`src/rtl/regfile.sv`:
```
// regfile: 2-read / 1-write CPU register file with a hardware clear sweep.
//
// The storage array carries no reset so it can map onto RAM. After nrst is
// released, a sweep writes zero into r1..r31, one register per clock, while
// o_busy stalls the core. r0 is never stored; it always reads as zero.
//
// Build option: define CPU_REGFILE_BYPASS_EN so that a read of the register
// being written in the same cycle returns the incoming write data. Without
// it, that read returns the old contents, and the new value appears one
// cycle later.
//
// state | meaning
// ------+-----------------------------------------------------------------
// CLEAR | sweep zeroing r1..r31; writes ignored, reads forced to 0, busy=1
// RUN   | normal operation; sweep counter parked at 31, busy=0

module regfile #(
  parameter int CPU_REG_WIDTH   = 32,
  parameter int CPU_REGNO_WIDTH = 5
) (
  input  logic                       clk,
  input  logic                       nrst,
  input  logic [CPU_REGNO_WIDTH-1:0] i_rd_no,
  input  logic [CPU_REG_WIDTH-1:0]   i_rd_val,
  input  logic [CPU_REGNO_WIDTH-1:0] i_rs_no,
  input  logic [CPU_REGNO_WIDTH-1:0] i_rt_no,
  output logic [CPU_REG_WIDTH-1:0]   o_rs_val,
  output logic [CPU_REG_WIDTH-1:0]   o_rt_val,
  output logic                       o_busy
);

  localparam int REG_COUNT = 1 << CPU_REGNO_WIDTH;
  localparam logic [CPU_REGNO_WIDTH-1:0] REGNO_ZERO = '0;
  localparam logic [CPU_REGNO_WIDTH-1:0] REGNO_ONE  = 1;
  localparam logic [CPU_REGNO_WIDTH-1:0] REGNO_LAST = '1;

  typedef enum logic {
    CLEAR = 1'b0,
    RUN   = 1'b1
  } state_t;

  state_t                       state;
  logic [CPU_REGNO_WIDTH-1:0]   sweep_no;
  logic                         busy_q;

  logic [CPU_REG_WIDTH-1:0]     mem [0:REG_COUNT-1];

  logic                         wr_en;
  logic [CPU_REGNO_WIDTH-1:0]   wr_no;
  logic [CPU_REG_WIDTH-1:0]     wr_val;

  logic [CPU_REG_WIDTH-1:0]     rs_val;
  logic [CPU_REG_WIDTH-1:0]     rt_val;

  // Sweep FSM: walk r1..r31 after reset, then park in RUN until the next reset.
  always_ff @(posedge clk or negedge nrst) begin
    if (!nrst) begin
      state    <= CLEAR;
      sweep_no <= REGNO_ONE;
      busy_q   <= 1'b1;
    end else begin
      if (state == CLEAR) begin
        if (sweep_no == REGNO_LAST) begin
          // Leave CLEAR on the edge that zeroes the top register; the
          // counter stays at 31 from here on.
          state  <= RUN;
          busy_q <= 1'b0;
        end else begin
          sweep_no <= sweep_no + REGNO_ONE;
        end
      end else begin
        state    <= RUN;
        sweep_no <= sweep_no;
        busy_q   <= 1'b0;
      end
    end
  end

  // Select the write source: the sweep while clearing, writeback while running.
  // nrst gates the enable so that nothing lands in the array during reset.
  always_comb begin
    wr_en  = 1'b0;
    wr_no  = REGNO_ZERO;
    wr_val = '0;
    if (nrst) begin
      if (state == CLEAR) begin
        wr_en  = 1'b1;
        wr_no  = sweep_no;
        wr_val = '0;
      end else if (i_rd_no != REGNO_ZERO) begin
        wr_en  = 1'b1;
        wr_no  = i_rd_no;
        wr_val = i_rd_val;
      end
    end
  end

  // Storage array write port; no reset so that it stays RAM-inferable.
  always_ff @(posedge clk) begin
    if (wr_en) begin
      mem[wr_no] <= wr_val;
    end
  end

  // Read ports: zero during CLEAR and for r0. In RUN, optionally forward
  // same-cycle write data when the port hits the register being written.
  always_comb begin
    rs_val = '0;
    rt_val = '0;
    if (state == RUN) begin
      if (i_rs_no != REGNO_ZERO) begin
        rs_val = mem[i_rs_no];
`ifdef CPU_REGFILE_BYPASS_EN
        if (i_rs_no == i_rd_no) begin
          rs_val = i_rd_val;
        end
`endif
      end
      if (i_rt_no != REGNO_ZERO) begin
        rt_val = mem[i_rt_no];
`ifdef CPU_REGFILE_BYPASS_EN
        if (i_rt_no == i_rd_no) begin
          rt_val = i_rd_val;
        end
`endif
      end
    end
  end

  assign o_rs_val = rs_val;
  assign o_rt_val = rt_val;
  assign o_busy   = busy_q;

endmodule

```
`config.mk`:
```
export PLATFORM = sky130hd
export DESIGN_NAME = regfile
export DESIGN_NICKNAME = d
export VERILOG_FILES = /design/src/rtl/regfile.sv
export SDC_FILE = /design/constraint.sdc
export NUM_CORES = 1
export LEC_CHECK = 0
export ABC_CLOCK_PERIOD_IN_PS = 4200
export CORE_MARGIN = 3
export CORE_UTILIZATION = 40
export DETAILED_ROUTE_END_ITERATION = 7
export GPL_TIMING_DRIVEN = 0
export PLACE_DENSITY_LB_ADDON = 0.2
export SETUP_SLACK_MARGIN = 0.15
export SYNTH_ARGS = -nofsm -noshare
export SYNTH_HDL_FRONTEND = slang
export SYNTH_SLANG_ARGS = --single-unit
```
`constraint.sdc`:
```
create_clock -name clk -period 4.2 [get_ports clk]
set_clock_uncertainty 0.1 [all_clocks]
set_input_delay 0.84 -clock clk [delete_from_list [all_inputs] [get_ports clk]]
set_output_delay 0.84 -clock clk [all_outputs]
set_load 0.005 [all_outputs]
```
== Word level (Yosys, flattened, before mapping) ==
Memories as Yosys holds them, arrays and structs flattened.
Index checks and enable logic that the tools add are counted.

* Register bits after elaboration: 7
* Memory bits (writable): 1024
* Memories kept: 1

{| class="wikitable"
|+ Memories
! name !! depth !! bits a word !! read ports !! clocked after Yosys merged registers in !! write ports !! RTL line !! RTL
|-
| mem || 32 || 32 || 2 || 0 || 1 || 46 || <nowiki>logic [CPU_REG_WIDTH-1:0] mem [0:REG_COUNT-1];</nowiki>
|}

* Add/sub/neg operators: 1
* Equal/unequal tests: 1
* Muxes and demuxes: 19
* Bitwise gates (word level): 2
* Reductions and logical operators: 5

{| class="wikitable"
|+ Operators with widths
! kind !! count
|-
| $mux W32 || 7
|-
| $mux W5 || 3
|-
| $reduce_bool A5 Y1 || 3
|-
| $mux W1 || 9
|-
| $add A5 B1 Y5 const B || 1
|-
| $eq A5 B5 Y1 const B || 1
|-
| $not A1 Y1 || 2
|-
| $reduce_and A2 Y1 || 1
|-
| $reduce_bool A2 Y1 || 1
|}

== Logic depth before layout (Yosys ltp) ==
Gate-level depths: netlist of run 1.

* Depth in word-level cells: 6
* Mapped depth: 8
* Depth with buffers taken out: 6

== Least setup slack after synthesis of run 1 ==
Ideal clock, no wire load.

* Path kind: input -> register
* Start: in i_rd_no[4]
* End: mem mem[1][0], enable pin
* Setup time: 0.421 ns
* Arrival time: 2.954 ns
* Data required time: 3.679 ns
* Setup slack: 0.725 ns
* Stages: 4
* Path buffers: 0
* Cell sequence: or3b_2 > o311ai_0 > nand2_1 > nor2_1

* Word-level cells in the longest chain between the ends: 6

{| class="wikitable"
|+ Ends and longest elaborated chain
! item !! RTL line !! RTL
|-
| from (decl) || 23 || <nowiki>input logic [CPU_REGNO_WIDTH-1:0] i_rd_no,</nowiki>
|-
| $reduce_bool A5 Y1 || 90 || <nowiki>end else if (i_rd_no != REGNO_ZERO) begin</nowiki>
|-
| $mux W1 || 90 ||
|-
| $mux W1 || 86 || <nowiki>if (state == CLEAR) begin</nowiki>
|-
| $mux W1 || 85 || <nowiki>if (nrst) begin</nowiki>
|-
| $mux W1 || 100 || <nowiki>if (wr_en) begin</nowiki>
|-
| $mux W1 (not written as such) || 101 || <nowiki>mem[wr_no] <= wr_val;</nowiki>
|-
| to (decl) || 46 ||
|}

Parallel ways exist; a longest one is shown, timed or not.

== Final worst setup path of run 1 ==
* Start: reg state
* End: out o_rt_val[15]

* Word-level cells in the longest chain between the ends: 1

{| class="wikitable"
|+ Ends and longest elaborated chain
! item !! RTL line !! RTL
|-
| from (decl) || 42 || <nowiki>state_t state;</nowiki>
|-
| from (signal assigned) || 58 || <nowiki>state <= CLEAR;</nowiki>
|-
| from (signal assigned) || 66 || <nowiki>state <= RUN;</nowiki>
|-
| from (signal assigned) || 72 || <nowiki>state <= RUN;</nowiki>
|-
| $mux W32 || 110 || <nowiki>if (state == RUN) begin</nowiki>
|-
| to (decl) || 28 || <nowiki>output logic [CPU_REG_WIDTH-1:0] o_rt_val,</nowiki>
|}

No other way between the ends.

==> results_dict.tcl, run 1 <==
set metrics [dict create \
    ys_types 49 \
    dp.cells 4445 \
    wirelength_um 174000 \
    arrival_ns 3.18 \
    rr_endpoint "mem[14][6]" \
    p_sw_share_pct 24.0 \
    fillers 9706 \
    dp_hpwl_um 122000 \
    period_minus_slack_ns 4.12 \
    critPathMaxFanout 10 \
    placedInstanceArea_sq_um 51400 \
    drive_gt1_share_pct 26.5 \
    design.die.area_sq_um 123000 \
    path_class "reg -> out" \
    yosysSeqAreaShare_pct 65.0 \
    min_period_over_period_pct 98.1 \
    insertion_delay_ns 0.70 \
    max_slew_margin_pct 11.3 \
    synth_edf_count 1023 \
    grt_pass1_wl_um 239000 \
    ant_nets 0 \
    antenna_found_initial 3 \
    via_count 30760 \
    yosys_register_bits 1030 \
    root_buffer "clkbuf_16" \
    grt_use_total_pct 28.0 \
    synthToLayoutAreaGrowth_pct 19.3 \
    place_congestion 0.896 \
    synthCells 2778 \
    synth_area_per_cell_sq_um 17.1 \
    die_y_um 351 \
    fmax_ghz 0.243 \
    whs_ns 0.307 \
    setup_viol 0 \
    final_cells 4668 \
    cellLeakagePower_nw 20.2 \
    cts_tree "built" \
    powerDensity_nw_per_um2 406 \
    cts_made_buffers 111 \
    final_nets 3099 \
    irDropWorstVdd_v 0.000342 \
    slowest_delay_ns 0.55 \
    layout_setup_ws_ns 0.0808 \
    syn_nets 2829 \
    critPathTopFamily "buffers and inverters" \
    viasPerCell 6.59 \
    status "finished clean" \
    path_cells "buf_4, nor3b_4, and2_1, buf_2, buf_6, a22oi_2, nand4_1, clkdlybuf4s50_1" \
    final_common_cell "edfxtp_1" \
    maxSlewViolCount 0 \
    core_sq_um 117000 \
    port_buffers 111 \
    cts_sinks 1030 \
    worstHoldPathType "in -> async" \
    yosysWarnings 0 \
    endpoint_kind "primary output" \
    die_w_um 351 \
    cts_hold_buf 0 \
    p_clk_share_pct 41.1 \
    setup-tns-final_ns 0 \
    drc 0 \
    pre_cts_ws_ns -1.50 \
    drt_iter0_drc 4473 \
    clockBufferDepth 3 \
    grt_setup_unrepaired "true" \
    rr_worst_depth 5 \
    overflow 0 \
    ios 114 \
    synth_ff_type "edfxtp_1" \
    required_ns 3.26 \
    wl_per_cell_um 37.3 \
    synthArstFlopShare_pct 0.680 \
    grt_max_degree 33 \
    grt_pass1_vias 31074 \
    rrSetupSlack_ns 0.51 \
    finalHoldViolCount 0 \
    p_int_w 0.0175 \
    p_switching_w 0.00552 \
    worst_pin_slew_ns 1.33 \
    r2r_start "state" \
    cts.clk_slew.worst_paths_ns 0.06 \
    cts_htree_levels 3 \
    cp-start-kind "register" \
    drv_cap 0 \
    rows 125 \
    first_pass_iters 6 \
    design_area_sq_um 56700 \
    final_cell_mix "1023 x edfxtp_1, 480 x mux2i_1, 257 x mux4_2" \
    p_seq_share_pct 49.5 \
    critPathBufInv 4 \
    cp_slowest_cell "clkdlybuf4s50_1" \
    start_util_pct 40.6 \
    syn_area_sq_um 47500 \
    comb_power_share_pct 9.5 \
]
flip-flops by register name (all words and copies together), names as in the netlist:
register	count
state	1
sweep_no	5
mem	1023
o_busy	1
per-layer routing:
metal  vias up  GRT usage, %  wire length, um
met4         2          11.3             8480
met1     16181          37.8            68200
li1      12217             -                -
met2      1935          44.2            79600
met3       425          6.45            17800
met5         -             0               13
stage by stage:
stage	utilization [%]	power, W
detailed placement	44.0	0.0136
global route	48.5	0.0236
CTS	48.3	0.0230
global placement	43.2	0.0135
finish	48.5	0.0230
floorplan	-	0.0126
area by class of cell:
type | instances | area, sq um | area share [%]
clock buffer | 133 | 2880 | 5.08
multi-input combinational | 1519 | 16200 | 28.5
tap | 1524 | 1910 | 3.36
buffer | 226 | 2410 | 4.25
antenna | 1 | 2.50 | 0.00441
sequential | 1030 | 30900 | 54.5
inverter | 1 | 3.75 | 0.00662
timing repair buffer | 159 | 1850 | 3.27
clock inverter | 75 | 566 | 0.997
cell families after synthesis:
group / Yosys count / synth area share (%)
flip-flops: 1030 / 65.0
multiplexers: 741 / 22.4
AO/OA/AOI/OAI: 485 / 6.83
AND/OR/NAND/NOR: 288 / 3.26
buffers and inverters: 229 / 2.42
XOR/XNOR: 3 / 0.0553
adder cells (fa/ha/maj): 2 / 0.0526
synthesized netlist by cell type (2+ instances only):
master,count,area share [%]
nor3b_1,2,0.032
a21boi_0,3,0.047
nor2b_1,5,0.066
buf_6,7,0.17
edfxtp_1,1023,65
o21ai_1,17,0.18
o21ai_0,47,0.49
mux2_2,4,0.095
o22ai_1,190,2.5
or3b_1,4,0.074
nand2_1,80,0.63
clkbuf_1,100,0.79
ha_1,2,0.053
xnor2_1,2,0.037
a21oi_1,22,0.23
nand4_1,65,0.86
a221oi_1,32,0.59
or2_2,2,0.026
mux4_2,257,12
nand2b_1,3,0.039
buf_4,31,0.49
buf_2,88,0.93
dfstp_2,2,0.11
or3b_2,4,0.074
mux2i_1,480,10
and2_1,37,0.49
nor2_1,36,0.28
nand3_1,3,0.032
and3_1,33,0.43
nand3b_1,7,0.11
dfrtp_1,5,0.26
a22oi_1,159,2.5
a21oi_2,10,0.18
power by group through the flow:
stage                     Combinational, W  Clock, W  Sequential, W
after floorplan                    0.00104         0         0.0116
after global placement             0.00193         0         0.0116
after detailed placement           0.00199         0         0.0116
after CTS                          0.00214   0.00951         0.0114
after global routing               0.00224   0.00994         0.0114
final                              0.00218   0.00944         0.0114
worst register-to-register path, cell delays in order (launching register included):
cell and delay [ns]:
dfrtp_2 0.47, buf_4 0.25, buf_4 0.20, o211a_1 0.50
clkbuf_1 0.71, and2_1 1.05
timing repair:
| action | CTS | global route |
|---|---|---|
| pin swaps | 48 | 21 |
| gates resized for setup | 591 | 64 |
| setup buffers | 13 | 3 |
| endpoints found under the setup margin | 64 | 65 |
worst max path at each step:
stage,startpoint,endpoint,slack [ns],depth (start not counted)
after floorplan,i_rd_no[4],mem[1][0],0.73,4
after global placement,nrst,mem[9][15],-2.29,5
after detailed placement,i_rt_no[3],o_rt_val[15],-1.50,7
after CTS,state,o_rs_val[25],0.03,7
after global routing,state,o_rt_val[15],0.11,8
final,state,o_rt_val[15],0.08,8
No activity file was read; power rests on OpenSTA's default activity.
==> run 2: changes to the inputs <==
--- a/config.mk
+++ b/config.mk
@@ -6,6 +6,7 @@
 export NUM_CORES = 1
 export LEC_CHECK = 0
 export ABC_CLOCK_PERIOD_IN_PS = 4200
+export CORE_ASPECT_RATIO = 0.6
 export CORE_MARGIN = 3
 export CORE_UTILIZATION = 40
 export DETAILED_ROUTE_END_ITERATION = 7
@@ -15,3 +16,4 @@
 export SYNTH_ARGS = -nofsm -noshare
 export SYNTH_HDL_FRONTEND = slang
 export SYNTH_SLANG_ARGS = --single-unit
+export TNS_END_PERCENT = 20
==> run 2 against run 1 <==
- setup slack got worse by 0.049 ns
- wire length rose by 4.5%
- sequential share of layout area fell by 0.27 points
- power fell by 1.1%
- worst hold slack got worse by 0.0065 ns
- cell area rose by 0.49%
- largest cell class unchanged
- largest power group unchanged
==> results_dict.tcl, run 2 (synthesis gave the netlist of run 1 again) <==
set metrics [dict create \
    antenna_found_initial 4 \
    slowest_delay_ns 0.51 \
    comb_power_share_pct 9.8 \
    min_period_over_period_pct 99.2 \
    path_class "in -> out" \
    insertion_delay_ns 0.71 \
    cts_made_buffers 100 \
    rr_worst_depth 5 \
    status "finished clean" \
    grt_pass1_vias 31107 \
    ant_nets 0 \
    place_congestion 0.937 \
    multi_input_area_sq_um 16400 \
    maxSlewViolCount 0 \
    die_y_um 273 \
    whs_ns 0.301 \
    pre_cts_ws_ns -1.33 \
    fillers 9766 \
    grt_setup_unrepaired "true" \
    drive_gt1_share_pct 27.4 \
    irDropWorstVdd_v 0.000326 \
    largest_reg_flops 1023 \
    cts_hold_buf 0 \
    p_int_w 0.0173 \
    rows 97 \
    ios 114 \
    p_seq_share_pct 50.0 \
    die_w_um 451 \
    fmax_ghz 0.240 \
    p_clk_share_pct 40.2 \
    p_sw_share_pct 24.1 \
    drc 0 \
    cellLeakagePower_nw 20.1 \
    crit_top_cell "buf_12" \
    drv_cap 0 \
    critPathMaxFanout 10 \
    layout_setup_ws_ns 0.0323 \
    setup_viol 0 \
    viasPerCell 6.69 \
    path_cells "clkdlybuf4s15_2, buf_12, buf_12, nand3b_1, buf_4, buf_6, o22ai_1, o21ai_1, nand4_1, clkdlybuf4s50_1" \
    period_minus_slack_ns 4.17 \
    start_util_pct 40.5 \
    wl_per_cell_um 38.6 \
    regMostFlops "mem" \
    cts.clk_slew.worst_paths_ns 0.06 \
    worstHoldPathType "in -> async" \
    design.die.area_sq_um 123000 \
    p_switching_w 0.00549 \
    worst_pin_slew_ns 1.43 \
    top_regs "mem (1023), sweep_no (5)" \
    core_sq_um 117000 \
    max_slew_margin_pct 4.57 \
    required_ns 3.26 \
    finalHoldViolCount 0 \
    register_area_sq_um 30900 \
    grt_pass1_wl_um 248000 \
    cp-start-kind "primary input" \
    final_nets 3091 \
    cts_sinks 1030 \
    via_count 31480 \
    grt_max_degree 33 \
    wirelength_um 182000 \
    dp_hpwl_um 126000 \
    final_cell_mix "1023 x edfxtp_1, 474 x mux2i_1, 257 x mux4_2" \
    clockBufferDepth 3 \
    drt_iter0_drc 5154 \
    first_pass_iters 5 \
    cp_slowest_cell "clkdlybuf4s50_1" \
    final_common_cell "edfxtp_1" \
    cts_htree_levels 3 \
    grt_use_total_pct 29.2 \
    endpoint_kind "primary output" \
    overflow 0 \
    root_buffer "clkbuf_16" \
    arrival_ns 3.23 \
    synthToLayoutAreaGrowth_pct 19.9 \
    port_buffers 111 \
    powerDensity_nw_per_um2 399 \
    cts_tree "built" \
]
[run 2: cell count changes in the layout (fill, tap and decap cells not counted), sizes merged, moves of 5 or more]
cell / previous run / this run
buf: 186 / 195
clkinvlp: 1 / 9
clkbuf: 226 / 198
clkinv: 61 / 45
clkdlybuf4s50: 68 / 94
dlygate4sd2: 22 / 6
dlymetal6s2s: 10 / 5
[run 2: final cells by class]
type | instances | share of cell area (%)
Tap cell | 1584 | 3.48
Clock inverter | 67 | 1.09
Clock buffer | 116 | 4.57
Buffer | 228 | 4.39
Multi-Input combinational cell | 1519 | 28.7
Sequential cell | 1030 | 54.2
Timing Repair Buffer | 160 | 3.54
Inverter | 1 | 0.00659
Antenna cell | 2 | 0.00878
[run 2: metal layers]
metal  vias up  wire [um]  part of all wire, %  track usage (%)
met2      2457      75000                   41             41.0
met5         -         10               0.0055                0
met1     16459      72700                   40             41.9
met4         2       6930                  3.8             9.82
met3       358      27200                   15             10.6
li1      12204          -                    -                -
[run 2: final timing paths]
path                            start  slack, ns           end
hold reg to reg                o_busy       0.39        o_busy
min in group clk               o_busy       0.39        o_busy
setup reg to reg                state       0.25   mem[23][22]
max in group asynchronous        nrst       3.40        o_busy
hold / removal                   nrst       0.30   sweep_no[1]
setup / recovery           i_rs_no[0]       0.03  o_rs_val[13]
[run 2: repair_timing]
action,in CTS,in global routing
setup endpoints to repair,673,598
setup buffers,10,0
pin swaps,18,18
cloned,0,0
resized for setup,525,130
[run 2: power by group through the flow]
stage               logic, W  registers (W)  clock network, W
detailed placement   0.00198         0.0116                 0
global route         0.00229         0.0114           0.00964
CTS                  0.00214         0.0114           0.00919
global placement     0.00192         0.0116                 0
finish               0.00223         0.0114           0.00915
floorplan            0.00104         0.0116                 0
[run 2: through the flow]
step / std cells / util, % / setup TNS [ns] / power, W / instance area, sq um
floorplan: 2778 / - / 0 / 0.0126 / 47500
global placement: 4473 / 43.1 / -2745.89 / 0.0135 / 50600
detailed placement: 4512 / 44.0 / -532.68 / 0.0136 / 51700
CTS: 4705 / 48.2 / 0 / 0.0227 / 56500
global route: 4706 / 48.6 / -14.98 / 0.0233 / 57000
finish: 4707 / 48.6 / 0 / 0.0228 / 57000
[run 2: critical path, delay by kind of cell]
kind	cells	cell delay (ns)
AOI/OAI and AO/OA	2	0.42
buffers and inverters	6	1.60
and+or+nand+nor	2	0.33
